==> src/rtl/key_search_pkg.sv <==
// Shared types and constants for the key_search brute-force controller.
//   state_t      : top-level key iteration / arc4 handshake states
//   scan_state_t : plaintext scanner states (RD_LEN .. CHK_BYTE)
//   KEY_W        : candidate key width
//   PT_LEN_ADDR  : plaintext memory address holding the length prefix
//   ASCII_*_DEF  : default printable-byte bounds
package key_search_pkg;

  localparam int unsigned KEY_W         = 24;
  localparam logic [7:0]  PT_LEN_ADDR   = 8'd0;
  localparam logic [7:0]  ASCII_MIN_DEF = 8'h20;
  localparam logic [7:0]  ASCII_MAX_DEF = 8'h7E;

  typedef enum logic [2:0] {
    S_IDLE,
    S_START,
    S_WAIT_BUSY,
    S_WAIT_DONE,
    S_SCAN,
    S_NEXT_KEY,
    S_FOUND,
    S_DONE
  } state_t;

  typedef enum logic [2:0] {
    SC_IDLE,
    SC_RD_LEN,
    SC_LATCH_LEN,
    SC_RD_BYTE,
    SC_CHK_BYTE
  } scan_state_t;

  function automatic logic in_range(input logic [7:0] b,
                                    input logic [7:0] lo,
                                    input logic [7:0] hi);
    return (b >= lo) && (b <= hi);
  endfunction

endpackage

==> src/rtl/key_search_scanner.sv <==
// pt_scanner: walks the length-prefixed plaintext left by arc4 and reports
// whether every byte lies within [ASCII_MIN, ASCII_MAX].
// Ports:
//   clk, rst   : clock, asynchronous active-high reset
//   start      : one-cycle pulse, begins a scan from the length byte
//   pt_rddata  : registered memory data, valid one cycle after pt_addr
//   pt_addr    : plaintext read address
//   done       : one-cycle pulse when the verdict is available
//   pass       : qualifies done; 1 = all bytes printable (or len = 0)
module pt_scanner
  import key_search_pkg::*;
#(
  parameter logic [7:0] ASCII_MIN = ASCII_MIN_DEF,
  parameter logic [7:0] ASCII_MAX = ASCII_MAX_DEF
) (
  input  logic       clk,
  input  logic       rst,
  input  logic       start,
  input  logic [7:0] pt_rddata,
  output logic [7:0] pt_addr,
  output logic       done,
  output logic       pass
);

  scan_state_t r_state, w_state_nxt;
  // 9 bits so that len = 255 terminates on idx == len without wrapping
  logic [8:0]  r_idx, w_idx_nxt;
  logic [7:0]  r_len, w_len_nxt;

  always_ff @(posedge clk or posedge rst) begin
    if (rst) begin
      r_state <= SC_IDLE;
      r_idx   <= '0;
      r_len   <= '0;
    end else begin
      r_state <= w_state_nxt;
      r_idx   <= w_idx_nxt;
      r_len   <= w_len_nxt;
    end
  end

  always_comb begin
    w_state_nxt = r_state;
    w_idx_nxt   = r_idx;
    w_len_nxt   = r_len;
    pt_addr     = PT_LEN_ADDR;
    done        = 1'b0;
    pass        = 1'b0;
    case (r_state)
      SC_IDLE: begin
        if (start) w_state_nxt = SC_RD_LEN;
      end
      SC_RD_LEN: begin
        pt_addr     = PT_LEN_ADDR;
        w_state_nxt = SC_LATCH_LEN;
      end
      SC_LATCH_LEN: begin
        w_len_nxt = pt_rddata;
        w_idx_nxt = 9'd1;
        if (pt_rddata == 8'd0) begin
          done        = 1'b1;
          pass        = 1'b1;
          w_state_nxt = SC_IDLE;
        end else begin
          w_state_nxt = SC_RD_BYTE;
        end
      end
      SC_RD_BYTE: begin
        pt_addr     = r_idx[7:0];
        w_state_nxt = SC_CHK_BYTE;
      end
      SC_CHK_BYTE: begin
        pt_addr = r_idx[7:0];
        if (!in_range(pt_rddata, ASCII_MIN, ASCII_MAX)) begin
          done        = 1'b1;
          w_state_nxt = SC_IDLE;
        end else if (r_idx == {1'b0, r_len}) begin
          done        = 1'b1;
          pass        = 1'b1;
          w_state_nxt = SC_IDLE;
        end else begin
          w_idx_nxt   = r_idx + 9'd1;
          w_state_nxt = SC_RD_BYTE;
        end
      end
      default: w_state_nxt = SC_IDLE;
    endcase
  end

endmodule

==> src/rtl/key_search.sv <==
// key_search: brute-force key iterator driving the arc4 core. Each candidate
// key is run through arc4, then the plaintext is scanned for printable ASCII.
// Stops at the first passing key or when the range is exhausted.
// Ports:
//   clk, rst   : clock, asynchronous active-high reset
//   en / rdy   : start request, accepted only while rdy = 1
//   key        : current candidate; the found key when key_valid = 1 in DONE
//   key_valid  : high in DONE when a key was found
//   arc4_en    : one-cycle start pulse to arc4
//   arc4_rdy   : arc4 idle/ready
//   arc4_key   : key presented to arc4 (always equals key)
//   pt_addr    : plaintext read address
//   pt_rddata  : plaintext read data (one-cycle read latency)
//   keys_tried : number of arc4 runs in the current search
//                (only with KEY_SEARCH_STATS_EN defined)
module key_search
  import key_search_pkg::*;
#(
  parameter logic [KEY_W-1:0] KEY_START = '0,
  parameter logic [KEY_W-1:0] KEY_END   = '1,
  parameter logic [KEY_W-1:0] KEY_STEP  = 24'd1,
  parameter logic [7:0]       ASCII_MIN = ASCII_MIN_DEF,
  parameter logic [7:0]       ASCII_MAX = ASCII_MAX_DEF
) (
  input  logic             clk,
  input  logic             rst,
  input  logic             en,
  output logic             rdy,
  output logic [KEY_W-1:0] key,
  output logic             key_valid,
  output logic             arc4_en,
  input  logic             arc4_rdy,
  output logic [KEY_W-1:0] arc4_key,
  output logic [7:0]       pt_addr,
  input  logic [7:0]       pt_rddata
`ifdef KEY_SEARCH_STATS_EN
  ,
  output logic [24:0]      keys_tried
`endif
);

  state_t           r_state, w_state_nxt;
  logic [KEY_W-1:0] r_key, w_key_nxt;
  logic             r_key_valid, w_key_valid_nxt;
  logic             w_scan_start, w_scan_done, w_scan_pass;
  logic [KEY_W:0]   w_sum;
  logic             w_exhausted;

  assign key       = r_key;
  assign arc4_key  = r_key;
  assign key_valid = r_key_valid;

  // Extra carry bit keeps KEY_END = 24'hFFFFFF from wrapping back to 0
  assign w_sum       = {1'b0, r_key} + {1'b0, KEY_STEP};
  assign w_exhausted = w_sum[KEY_W] || (w_sum[KEY_W-1:0] > KEY_END);

  pt_scanner #(
    .ASCII_MIN (ASCII_MIN),
    .ASCII_MAX (ASCII_MAX)
  ) u_scan (
    .clk       (clk),
    .rst       (rst),
    .start     (w_scan_start),
    .pt_rddata (pt_rddata),
    .pt_addr   (pt_addr),
    .done      (w_scan_done),
    .pass      (w_scan_pass)
  );

  always_ff @(posedge clk or posedge rst) begin
    if (rst) begin
      r_state     <= S_IDLE;
      r_key       <= KEY_START;
      r_key_valid <= 1'b0;
    end else begin
      r_state     <= w_state_nxt;
      r_key       <= w_key_nxt;
      r_key_valid <= w_key_valid_nxt;
    end
  end

  always_comb begin
    w_state_nxt     = r_state;
    w_key_nxt       = r_key;
    w_key_valid_nxt = r_key_valid;
    rdy             = 1'b0;
    arc4_en         = 1'b0;
    w_scan_start    = 1'b0;
    case (r_state)
      S_IDLE, S_DONE: begin
        rdy = 1'b1;
        if (en) begin
          w_state_nxt     = S_START;
          w_key_nxt       = KEY_START;
          w_key_valid_nxt = 1'b0;
        end
      end
      S_START: begin
        if (arc4_rdy) begin
          arc4_en     = 1'b1;
          w_state_nxt = S_WAIT_BUSY;
        end
      end
      S_WAIT_BUSY: begin
        if (!arc4_rdy) w_state_nxt = S_WAIT_DONE;
      end
      S_WAIT_DONE: begin
        if (arc4_rdy) begin
          w_scan_start = 1'b1;
          w_state_nxt  = S_SCAN;
        end
      end
      S_SCAN: begin
        if (w_scan_done) w_state_nxt = w_scan_pass ? S_FOUND : S_NEXT_KEY;
      end
      S_NEXT_KEY: begin
        if (w_exhausted) begin
          w_state_nxt = S_DONE;
        end else begin
          w_key_nxt   = w_sum[KEY_W-1:0];
          w_state_nxt = S_START;
        end
      end
      S_FOUND: begin
        w_key_valid_nxt = 1'b1;
        w_state_nxt     = S_DONE;
      end
      default: w_state_nxt = S_IDLE;
    endcase
  end

`ifdef KEY_SEARCH_STATS_EN
  logic [24:0] r_keys_tried;

  always_ff @(posedge clk or posedge rst) begin
    if (rst) begin
      r_keys_tried <= '0;
    end else if (rdy && en) begin
      r_keys_tried <= '0;
    end else if (arc4_en) begin
      r_keys_tried <= r_keys_tried + 25'd1;
    end
  end

  assign keys_tried = r_keys_tried;
`endif

endmodule

==> config.mk <==
export PLATFORM = sky130hd
export DESIGN_NAME = key_search
export DESIGN_NICKNAME = d
export VERILOG_FILES = /design/src/rtl/key_search_pkg.sv /design/src/rtl/key_search_scanner.sv /design/src/rtl/key_search.sv
export SDC_FILE = /design/constraint.sdc
export NUM_CORES = 1
export LEC_CHECK = 0
export ABC_CLOCK_PERIOD_IN_PS = 5850
export CAP_MARGIN = 20
export CORE_AREA = 8 8 89 91
export CTS_CLUSTER_DIAMETER = 150
export CTS_CLUSTER_SIZE = 20
export DETAILED_ROUTE_END_ITERATION = 16
export DIE_AREA = 0 0 97 99
export PLACE_DENSITY = 0.85
export SLEW_MARGIN = 20
export SYNTH_ARGS = -nofsm -noshare
export SYNTH_HDL_FRONTEND = slang
export SYNTH_SLANG_ARGS = --single-unit
==> constraint.sdc <==
create_clock -name clk -period 5.85 [get_ports clk]
set_input_delay 1.17 -clock clk [delete_from_list [all_inputs] [get_ports clk]]
set_output_delay 1.17 -clock clk [all_outputs]
set_load 0.02 [all_outputs]
# Word-level counts from Yosys, hierarchy flattened
# Index checks and enable logic that the tools add are counted.
# op_classes
n_lt_le_gt_ge	3
add_sub_neg	2
muxes	32
reduce_logical	14
n_eq_ne	21
# op_table
operator	n
two-way mux 24 bit	2
case mux 24 bit (2 select lines)	1
adder 24 x 1 -> 25 bit (second input constant)	1
> comparator 24 bit (second input constant)	1
two-way mux 3 bit	8
case mux 3 bit (7 select lines)	1
two-way mux 9 bit	2
case mux 9 bit (2 select lines)	1
== test 3 bit (second input constant)	5
case mux 3 bit (5 select lines)	1
== test 3 x 2 -> 1 bit (second input constant)	4
!= test 2 bit (second input constant)	6
adder 9 x 1 -> 9 bit (second input constant)	1
== test 9 x 8 -> 1 bit	1
two-way mux 1 bit	9
>= comparator 8 x 6 -> 1 bit (second input constant)	1
<= comparator 8 x 7 -> 1 bit (second input constant)	1
logical NOT 8 bit	1
two-way mux 8 bit	1
== test 3 x 1 -> 1 bit (second input constant)	2
logical NOT 3 bit	2
two-way mux 2 bit	3
!= test 2 x 1 -> 1 bit (second input constant)	3
case mux 1 bit (2 select lines)	3
7 further kinds	11
# word_totals
reg_bits	48
inputBits	12
word_cells	78

# Longest topological paths before layout
# depth
word_depth	7
mapped_depth	8
mapped_depth_nobuf	7

# Hierarchy
# From an unflattened synthesis, not the netlist that was laid out.
# hier_totals
hier_cells	348
area_unflattened_um2	3118.0
# by_module_without_submodules
module	seq_area_each_um2	n_inst	cells_each	area_per_inst_um2
key_search	700.7	1	212	1925.6
pt_scanner	500.5	1	136	1192.4

# Worst setup path before layout
# No wires, ideal clock.
# synth_path
path_kind	in2out
start	input port arc4_rdy
end	output port arc4_en
setup_slack_ns	2.977
stages	2
t_arrival_ns	1.703
required_ns	4.680
n_path_buf	0
cell_sequence	nand2b_1 nor3_1
# synth_between
elab_chain_cells	2
# synth_lines
element	line_no	rtl
start: declaration	key_search.sv:32	input logic arc4_rdy,
two-way mux 1 bit	key_search.sv:99	if (arc4_rdy) begin
two-way mux 1 bit	key_search.sv:89	case (r_state)
end: declaration	key_search.sv:31	output logic arc4_en,
# Every way passes these cells.

# Final worst setup path
# Ends and elaborated chain as after synthesis.

==> results.yml <==
run_status:
  status: "finished, final reports clean"
timing:
  tightestPinTransition_ps: 886
  finalCriticalPeriod_ps: 3770
  finalCritPeriodShare_pct: 64.4
  setup_viol: 0
  setup-tns-final_ps: 0
  hold_viol_final: 0
  rsz0062_at_grt: "no"
  fin_skew_ps: 11.3
  fin_ws_ps: 2080
  slew_viol_final: 0
  max_clock_freq_ghz: 0.266
  relSlewSlack_pct: 40.8
hold_path:
  hold_path.class: "reg2reg"
  hold_end: "u_scan.r_len[4]$_DFFE_PP0P_"
  hold_path_depth: 2
  min-delay-start: "u_scan.r_len[4]$_DFFE_PP0P_"
critical_path:
  crit_slowest_cell: "clkdlybuf4s50_1"
  path_delay_family: "buffers and inverters"
  critical_path.most_common_cell: "clkdlybuf4s50_1"
  cp_num_buf_inv: 2
  ff2ff_path_depth: 6
  r2r_end: "arc4_key[13]$_DFFE_PP0P_"
  critPathKind: "in2out"
  crit_path_max_incr_delay_ps: 640
  critical_path.reg2reg.startpoint: "r_state[1]$_DFFE_PP0P_"
  start_kind: "primary input"
  crit_fanout: 4
  crit_chain: "clkdlybuf4s50_1 > nand2b_1 > nor3_1 > clkdlybuf4s50_1"
  worstSetupEndpointType: "output pin"
  reg2reg_setup_slack_ps: 3520
  worstPathRequired_ps: 4680
  cp.arrival_ps: 2600
global_route:
  grt_max_degree: 49
  antenna_found_initial: 0
  overflow: 0
  grt_pass1_wl_mm: 11.4
  grt_pass1_vias: 2451
  grt_usage_pct: 13.8
synth:
  async_flop_share_pct: 100
  synthFlopType: "dfrtp_1"
  synth_area_mm2: 0.00285
  synth_cell_types: 47
  synth_area_leaders: "dfrtp_1 (42%), nand2_1 (7.8%), buf_4 (6.3%)"
  netlist_instances: 325
  synth_area_leader_cell: "dfrtp_1"
  syn_area_per_cell_um2: 8.75
  synth_seq_cells: 48
  ys_seq_area_share_pct: 42.2
  yosys_warnings: 0
  synth_top_cell_area_share_pct: 42.2
  synth-edff-count: 0
  synthesis.nets: 339
detailed_routing:
  vias_per_cell: 5.45
  routed_wl_mm: 6.83
  drcViolationCount: 0
  post_drt_wl_per_cell_um: 15.2
  drtPass1Iterations: 4
  antenna_left: 0
  num_vias: 2451
  first_iter_violations: 93
cts:
  cts_buffer_depth: 2
  clockRootBuffer: "clkbuf_8"
  cts.clk_slew.worst_paths_ps: 80
  cts_tree: "built"
  numCtsBuffers: 5
  cts-hold-fix-buffers: 0
  postCtsSetupRepairBufs: 0
  cts_max_level: 2
  cts.sinks: 48
  ctsResizeCount: 0
  clock_latency_ps: 300
final_layout:
  fin_util_pct: 53.8
  antenna_cells: 0
  drive_above_1_share_pct: 3.78
  layout_common_cells: "clkdlybuf4s50_1 (70), nand2_1 (59), dfrtp_1 (48), nor2_1 (26), xnor2_1 (15)"
  nets: 383
  synthToLayoutAreaGrowth_pct: 24.2
  fill_cells: 596
  final_common_cell: "clkdlybuf4s50_1"
place:
  place_ws_ps: 2060
  gp_congestion: 0.780
  port_buffers: 70
  hpwl_mm: 5.07
power:
  intPower_mw: 0.701
  switching_share_pct: 39.1
  power_frac_seq_pct: 42.3
  p_comb_share_pct: 36.9
  clock_power_share_pct: 20.8
  peakVddDrop_mv: 0.188
  leakagePower_nw: 1.47
  switchingPower_mw: 0.450
  pwr_density_cell_mw_per_mm2: 326
floorplanning:
  ios: 71
  die_h_um: 99
  die-area_mm2: 0.00960
  core_mm2: 0.00657
  placementRows: 30
  dieWidth_um: 97
  start_util_pct: 43.3
flow_run:
  maxCapViolations: 0
power groups by stage:
stage	Clock [mW]	Sequential [mW]	Combinational, mW
final	0.239	0.487	0.424
after global routing	0.253	0.498	0.472
after CTS	0.243	0.486	0.427
after detailed placement	0	0.493	0.425
after global placement	0	0.486	0.408
after floorplan	0	0.464	0.335
how the worst max path moves through the flow:
stage | startpoint | end | slack [ps] | cells after the start
4_1_cts | arc4_rdy | arc4_en | 2060 | 4
3_3_place_gp | arc4_rdy | arc4_en | 2140 | 4
3_5_place_dp | arc4_rdy | arc4_en | 2060 | 4
5_1_grt | arc4_rdy | arc4_en | 2010 | 4
6_report | arc4_rdy | arc4_en | 2080 | 4
2_1_floorplan | arc4_rdy | arc4_en | 2980 | 2
flip-flops by register name, summed over array words and instances (netlist names):
signal,flops
r_state,3
u_scan.r_state,3
key_valid,1
arc4_key,24
u_scan.r_idx,9
u_scan.r_len,8
cell families (layout without fill, tap and decap cells):
family,count (synthesis),in the layout,synth area share [%]
multiplexers,6,6,2.11
AO/OA/AOI/OAI,51,51,11.7
adder cells (fa/ha/maj),2,2,0.879
XOR/XNOR,24,24,7.39
buffers and inverters,38,83,8.53
AND/OR/NAND/NOR,156,156,27.2
flip-flops,48,48,42.2
synthesized netlist by cell type (3+ instances only):
| cell type | n |
|---|---|
| a31oi_1 | 5 |
| a221oi_1 | 3 |
| and2_1 | 11 |
| clkbuf_1 | 6 |
| o21ai_1 | 11 |
| nand3_1 | 13 |
| dfrtp_1 | 48 |
| buf_4 | 24 |
| and4_1 | 3 |
| xor2_1 | 9 |
| inv_1 | 5 |
| mux2i_1 | 6 |
| nand4_1 | 10 |
| and3_1 | 8 |
| nor2_1 | 26 |
| nor3_1 | 5 |
| o21ai_0 | 8 |
| nand2_1 | 59 |
| or3_1 | 3 |
| xnor2_1 | 15 |
| nor4_1 | 5 |
| a21oi_1 | 6 |
| o31ai_1 | 4 |
metal layers:
metal	track usage, %	share of wire, %	vias to the layer above
met5	0	0	-
met4	5.44	2.2	0
met3	4.41	6.2	17
met2	23.6	50	79
met1	15.6	42	1160
li1	-	-	1195
stage by stage:
stage / hold WS (ps) / total power, mW / area (um^2) / std cells
finish: 504 / 1.15 / 3530 / 450
floorplan: 466 / 0.798 / 2850 / 325
global placement: 484 / 0.895 / 3420 / 442
detailed placement: 487 / 0.918 / 3420 / 442
CTS: 507 / 1.16 / 3530 / 450
global route: 525 / 1.22 / 3530 / 450
layout make-up:
class	count	area, um^2	area share [%]
clock buffers	6	72.6	2.05
flip-flops and latches	48	1200	34.0
well taps	80	100	2.83
inverters	5	20.0	0.566
multi-input cells	239	1410	39.8
clock inverters	2	35.0	0.991
repair buffers	70	701	19.8
worst register-to-register path, cell delays in order, from the launching register on:
cell	delay (ps)
dfrtp_1	530
or3_4	460
a21o_1	260
a221oi_1	560
nand4_1	180
xor2_1	150
nor2_1	60
Note: power is estimated with default switching activity, not from simulation.
